==> src/rtl/spi_reg_pkg.sv <==
// Shared types and constants for the SPI register-write controller.
package spi_reg_pkg;
  localparam int FRAME_W = 16;

  localparam logic [6:0] ADDR_EN_OUT_7_0  = 7'h00;
  localparam logic [6:0] ADDR_EN_OUT_15_8 = 7'h01;
  localparam logic [6:0] ADDR_EN_PWM_7_0  = 7'h02;
  localparam logic [6:0] ADDR_EN_PWM_15_8 = 7'h03;
  localparam logic [6:0] ADDR_PWM_DUTY    = 7'h04;

  typedef enum logic [2:0] {IDLE, SETUP, SHIFT, HOLD, GAP} ctrl_state_t;

  typedef struct packed {
    logic       write;
    logic [6:0] addr;
    logic [7:0] data;
  } spi_req_t;

  function automatic int max3(input int a, input int b, input int c);
    int m;
    m = (a > b) ? a : b;
    return (m > c) ? m : c;
  endfunction
endpackage

==> src/rtl/spi_sclk_gen.sv <==
// SCLK half-period generator; idles low and restarts from a full low half whenever en drops.
module spi_sclk_gen #(
  parameter int CLK_DIV = 8
) (
  input  logic clk,
  input  logic rst,
  input  logic en,
  output logic sclk,
  output logic rise,
  output logic fall
);
  localparam int HW = (CLK_DIV > 1) ? $clog2(CLK_DIV) : 1;

  logic [HW-1:0] hp_cnt;
  logic          wrap;

  assign wrap = en && (hp_cnt == HW'(CLK_DIV - 1));
  assign rise = wrap && !sclk;
  assign fall = wrap && sclk;

  always_ff @(posedge clk or posedge rst) begin
    if (rst) begin
      hp_cnt <= '0;
      sclk   <= 1'b0;
    end else if (!en) begin
      hp_cnt <= '0;
      sclk   <= 1'b0;
    end else if (wrap) begin
      hp_cnt <= '0;
      sclk   <= ~sclk;
    end else begin
      hp_cnt <= hp_cnt + 1'b1;
    end
  end
endmodule

==> src/rtl/spi_reg_controller.sv <==
// SPI mode-0 initiator: one parallel register request becomes one 16-bit MSB-first frame.
module spi_reg_controller
  import spi_reg_pkg::*;
#(
  parameter int CLK_DIV  = 8,
  parameter int CS_SETUP = 2,
  parameter int CS_HOLD  = 2,
  parameter int IDLE_GAP = 4
) (
  input  logic       clk,
  input  logic       rst,
  input  logic       req_valid,
  output logic       req_ready,
  input  logic       req_write,
  input  logic [6:0] req_addr,
  input  logic [7:0] req_data,
  output logic       busy,
  output logic       done,
  output logic       spi_sclk,
  output logic       spi_copi,
  output logic       spi_cs
);
  localparam int CNT_W = $clog2(max3(CS_SETUP, CS_HOLD, IDLE_GAP) + 1);

  ctrl_state_t        state, nstate;
  spi_req_t           req;
  logic [FRAME_W-1:0] sr;
  logic [4:0]         bit_cnt;
  logic [CNT_W-1:0]   cyc_cnt;
  logic               accept, sclk_rise, sclk_fall, last_fall, phase_end;
  logic               cs_d, busy_d, done_d, ready_d;

  assign req       = {req_write, req_addr, req_data};
  assign accept    = req_valid && req_ready;
  // bit_cnt counts rising edges, so the fall after the 16th rise closes the frame
  assign last_fall = sclk_fall && (bit_cnt == 5'd16);

  spi_sclk_gen #(.CLK_DIV(CLK_DIV)) u_sclk (
    .clk  (clk),
    .rst  (rst),
    .en   (state == SHIFT),
    .sclk (spi_sclk),
    .rise (sclk_rise),
    .fall (sclk_fall)
  );

  always_comb begin
    case (state)
      SETUP:   phase_end = (cyc_cnt == CNT_W'(CS_SETUP - 1));
      HOLD:    phase_end = (cyc_cnt == CNT_W'(CS_HOLD - 1));
      GAP:     phase_end = (cyc_cnt == CNT_W'(IDLE_GAP - 1));
      default: phase_end = 1'b0;
    endcase
  end

  always_ff @(posedge clk or posedge rst) begin
    if (rst) begin
      state     <= IDLE;
      spi_cs    <= 1'b1;
      busy      <= 1'b0;
      done      <= 1'b0;
      req_ready <= 1'b1;
    end else begin
      state     <= nstate;
      spi_cs    <= cs_d;
      busy      <= busy_d;
      done      <= done_d;
      req_ready <= ready_d;
    end
  end

  always_comb begin
    nstate = state;
    case (state)
      IDLE:    if (accept)    nstate = SETUP;
      SETUP:   if (phase_end) nstate = SHIFT;
      SHIFT:   if (last_fall) nstate = HOLD;
      HOLD:    if (phase_end) nstate = GAP;
      GAP:     if (phase_end) nstate = IDLE;
      default:                nstate = IDLE;
    endcase
  end

  // Pin values are decoded from the next state so every pin leaves a flop.
  always_comb begin
    cs_d    = !(nstate == SETUP || nstate == SHIFT || nstate == HOLD);
    busy_d  = (nstate != IDLE);
    ready_d = (nstate == IDLE);
    done_d  = (state == HOLD) && (nstate == GAP);
  end

  always_ff @(posedge clk or posedge rst) begin
    if (rst) begin
      sr       <= '0;
      bit_cnt  <= '0;
      cyc_cnt  <= '0;
      spi_copi <= 1'b0;
    end else begin
      cyc_cnt <= (nstate != state) ? '0 : cyc_cnt + 1'b1;
      if (accept) begin
        sr       <= req;
        spi_copi <= req.write;
        bit_cnt  <= '0;
      end else if (state == SHIFT) begin
        if (sclk_rise) bit_cnt <= bit_cnt + 1'b1;
        if (sclk_fall) begin
          sr       <= {sr[FRAME_W-2:0], 1'b0};
          spi_copi <= last_fall ? 1'b0 : sr[FRAME_W-2];
        end
      end
    end
  end
endmodule

==> config.mk <==
export PLATFORM = sky130hd
export DESIGN_NAME = spi_reg_controller
export DESIGN_NICKNAME = d
export VERILOG_FILES = /design/src/rtl/spi_reg_pkg.sv /design/src/rtl/spi_sclk_gen.sv /design/src/rtl/spi_reg_controller.sv
export SDC_FILE = /design/constraint.sdc
export NUM_CORES = 1
export LEC_CHECK = 0
export CAP_MARGIN = 40
export CORE_MARGIN = 2
export CORE_UTILIZATION = 55
export CTS_CLUSTER_DIAMETER = 120
export DETAILED_ROUTE_END_ITERATION = 10
export HOLD_SLACK_MARGIN = 0.1
export PLACE_DENSITY = 0.81
export SLEW_MARGIN = 20
export SYNTH_ARGS = -nofsm -noshare
export SYNTH_HDL_FRONTEND = slang
export SYNTH_HIERARCHICAL = 1
export SYNTH_SLANG_ARGS = --single-unit
==> constraint.sdc <==
create_clock -name clk -period 3.1 [get_ports clk]
set_clock_uncertainty 0.05 [all_clocks]
set_input_delay 0.31 -clock clk [delete_from_list [all_inputs] [get_ports clk]]
set_output_delay 0.31 -clock clk [all_outputs]
set_load 0.02 [all_outputs]
==> results.toml <==
[clock_network]
cts.clk_slew.worst_paths_ps = 100
post_cts_buffers = 0
cts-resized-gates = 0
cts_hold_buffers = 0
cts.sinks = 35
numCtsBuffers = 5
cts_root_buf = "clkbuf_4"
clk_path_buf_depth = 2
cts_tree = "yes"
htree_num_levels = 2
clk_latency_ps = 330

[worst_setup_path]
worstPathArrival_ps = 2660
cp-start-kind = "flop"
worstPathRequired_ps = 3320
criticalPathCategory = "flop to flop"
worst_setup_path_end_kind = "flop"
critical_path.max_fanout = 15

[finish]
synthToLayoutAreaGrowth_pct = 19.3
fillCellCount = 238
antenna_cells = 0
fin_nets = 213
layout-drive-gt1-share = 0.100

[floorplanning]
die_area_mm2 = 0.00359
placementRows = 20
die_x_um = 60.0
io_pins = 25
initial_core_util = 0.573
core_area_mm2 = 0.00300
fp.dieH_um = 60.0

[timing]
period_needed_ps = 2440
timing.setup.tns_ps = 0
drv_slew = 0
slew_headroom = 0.548
fmaxAchievable_mhz = 409
grt_setup_unrepaired = "no"
worstMarginPinSlew_ps = 677
hold_viol = 0
period_share = 0.788
setup_violations = 0

[grt]
grt_max_degree = 32
antenna_found_initial = 0
grt_use_total = 0.194
gr-total-overflow = 0
grt_pass1_vias = 1163
grt_pass1_wl_um = 5030

[logic_synthesis]
syn-cell-area_mm2 = 0.00172
syn-instance-count = 163
synth.distinct_cells = 40
ys_warn_count = 6
avgSynthCellArea_um2 = 10.6
synth_nets = 187
ys_seq_area_frac = 0.510
ys_ff_latch = 35

[pwr]
p_per_area_mw_per_mm2 = 774
max-vdd-ir-drop_v = 0.000445
power.leakage_nw = 0.853
p_total_w = 0.00159

[routing]
antenna_left = 0
drc = 0
routed_wl_um = 2980
drt_iter0_drc = 44
via_per_inst = 5.57
num_vias = 1242
firstDrtPassIters = 4
wl_per_cell_um = 13.3

[place]
routabilityCongestion = 0.823
port_buffers = 24
dp_hpwl_um = 2190

[worst_hold_path]
hp-class = "primary input to async pin"

[flow_run]
cap_viol_max_count = 0

[outcome]
status = "complete, no violations"
## flip-flops by register name, indices dropped and copies added, names as in the netlist
register	flops
sr	15
bit_cnt	5
cyc_cnt	3
state	3
u_sclk/hp_cnt	3
busy	1
done	1
req_ready	1
spi_copi	1
spi_cs	1
u_sclk/sclk	1
## stage by stage
step / area, um2 / util / setup slack [ps] / hold WS, ps / cells
CTS: 2040 / 0.679 / 677 / 116 / 222
global placement: 1960 / 0.654 / 840 / 383 / 214
global route: 2050 / 0.684 / 470 / 109 / 223
finish: 2050 / 0.684 / 658 / 122 / 223
detailed placement: 1960 / 0.654 / 696 / 389 / 214
floorplan: 1720 / - / 1100 / 26.1 / 163
## critical path, stage by stage, from the launching register on
cell and delay, ps:
dfrtp_1 520, nor3b_1 620, nand2_1 130, nor2_1 160, nand4bb_1 310, or3_1 440
a21oi_1 150
## layout by cell type (no fill, tap or decap), drive strengths merged, types with 4 or more instances in the layout
cell type / synthesis / routed
inv: 6 / 6
a31oi: 4 / 4
and2: 4 / 4
nand2: 20 / 20
dfrtp: 33 / 33
a21oi: 4 / 4
buf: 4 / 4
clkdlybuf4s50: 0 / 24
clkbuf: 5 / 7
o21ai: 22 / 22
ha: 5 / 5
nor3b: 4 / 4
nor2: 7 / 7
mux2i: 14 / 14
## cell families (layout without fill, tap and decap cells)
| kind of cell | count (synthesis) | after routing | synth area share |
|---|---|---|---|
| AOI/OAI and AO/OA | 37 | 37 | 0.132 |
| xor gates and xnor gates | 4 | 4 | 0.0204 |
| adders and majority gates | 5 | 5 | 0.0363 |
| buffers and inverters | 15 | 42 | 0.0494 |
| DFF | 35 | 35 | 0.510 |
| muxes | 14 | 14 | 0.0814 |
| and+or+nand+nor | 53 | 53 | 0.171 |
## cell type report
cell class / instances / area, um2 / share of cell area
well taps: 33 / 41.3 / 0.0201
clock buffers: 7 / 45.0 / 0.0219
multi-input cells: 113 / 758 / 0.369
flip-flops and latches: 35 / 878 / 0.428
inverters: 6 / 22.5 / 0.0110
clock inverters: 1 / 30.0 / 0.0146
repair buffers: 28 / 278 / 0.135
## routing by layer
metal,track usage,part of all wire,vias to the layer above,routed length [um]
li1,-,-,623,-
met1,0.235,0.47,591,1390
met2,0.309,0.47,22,1410
met3,0.0649,0.040,6,120
met4,0.0921,0.018,0,54
met5,0,0,-,0
## cells in the mapped netlist
cell        n  area [um2]
buf_6       1        11.3
o21ai_0    14        70.1
nand4bb_1   1        11.3
a31oi_1     3        18.8
a31oi_2     1        12.5
or3_1       3        18.8
a221o_1     1        10.0
and4bb_1    1        12.5
nor2b_1     1        6.26
o21a_1      1        7.51
buf_12      1        20.0
xor2_1      1        8.76
a31o_2      1        8.76
nor3b_1     4        30.0
and3b_2     1        10.0
buf_4       1        7.51
nand2_1    20        75.1
or2_1       1        6.26
xnor2_1     3        26.3
o21ai_1     8        40.0
inv_1       6        22.5
dfrtp_1    33         826
a21oi_1     4        20.0
and2_1      4        25.0
clkbuf_1    5        18.8
nand3b_1    1        7.51
a21bo_2     1        10.0
and3_2      1        7.51
nand4b_1    2        17.5
mux2i_1    14         140
nand2b_1    2        12.5
o31a_1      1        8.76
ha_1        5        62.6
nor2_1      7        26.3
o211ai_2    1        12.5
o211ai_1    1        7.51
nand3_1     3        15.0
and4bb_2    1        12.5
buf_2       1        5.00
dfstp_2     2        52.6
## path summary, 6_finish.rpt
kind / startpoint / depth (start not counted) / endpoint / slack [ps]
max: state[2]$_DFF_PP0_ / 6 / bit_cnt[4]$_DFFE_PP0P_ / 660
min: rst / 2 / u_sclk/hp_cnt[0]$_DFF_PP0_ / 120
max reg2reg: state[2]$_DFF_PP0_ / 6 / bit_cnt[4]$_DFFE_PP0P_ / 660
min reg2reg: u_sclk/hp_cnt[0]$_DFF_PP0_ / 1 / u_sclk/hp_cnt[0]$_DFF_PP0_ / 410
max in group asynchronous: rst / 3 / req_ready$_DFF_PP1_ / 2360
min in group clk: u_sclk/hp_cnt[0]$_DFF_PP0_ / 1 / u_sclk/hp_cnt[0]$_DFF_PP0_ / 410
## where the power goes
group | switching, W | internal (W) | total [W]
Sequential | 0.000128 | 0.000629 | 0.000757
Clock | 0.000145 | 0.000171 | 0.000316
Combinational | 0.000252 | 0.000263 | 0.000516
Total | 0.000525 | 0.00106 | 0.00159
Note: power is estimated with default switching activity, not from simulation.
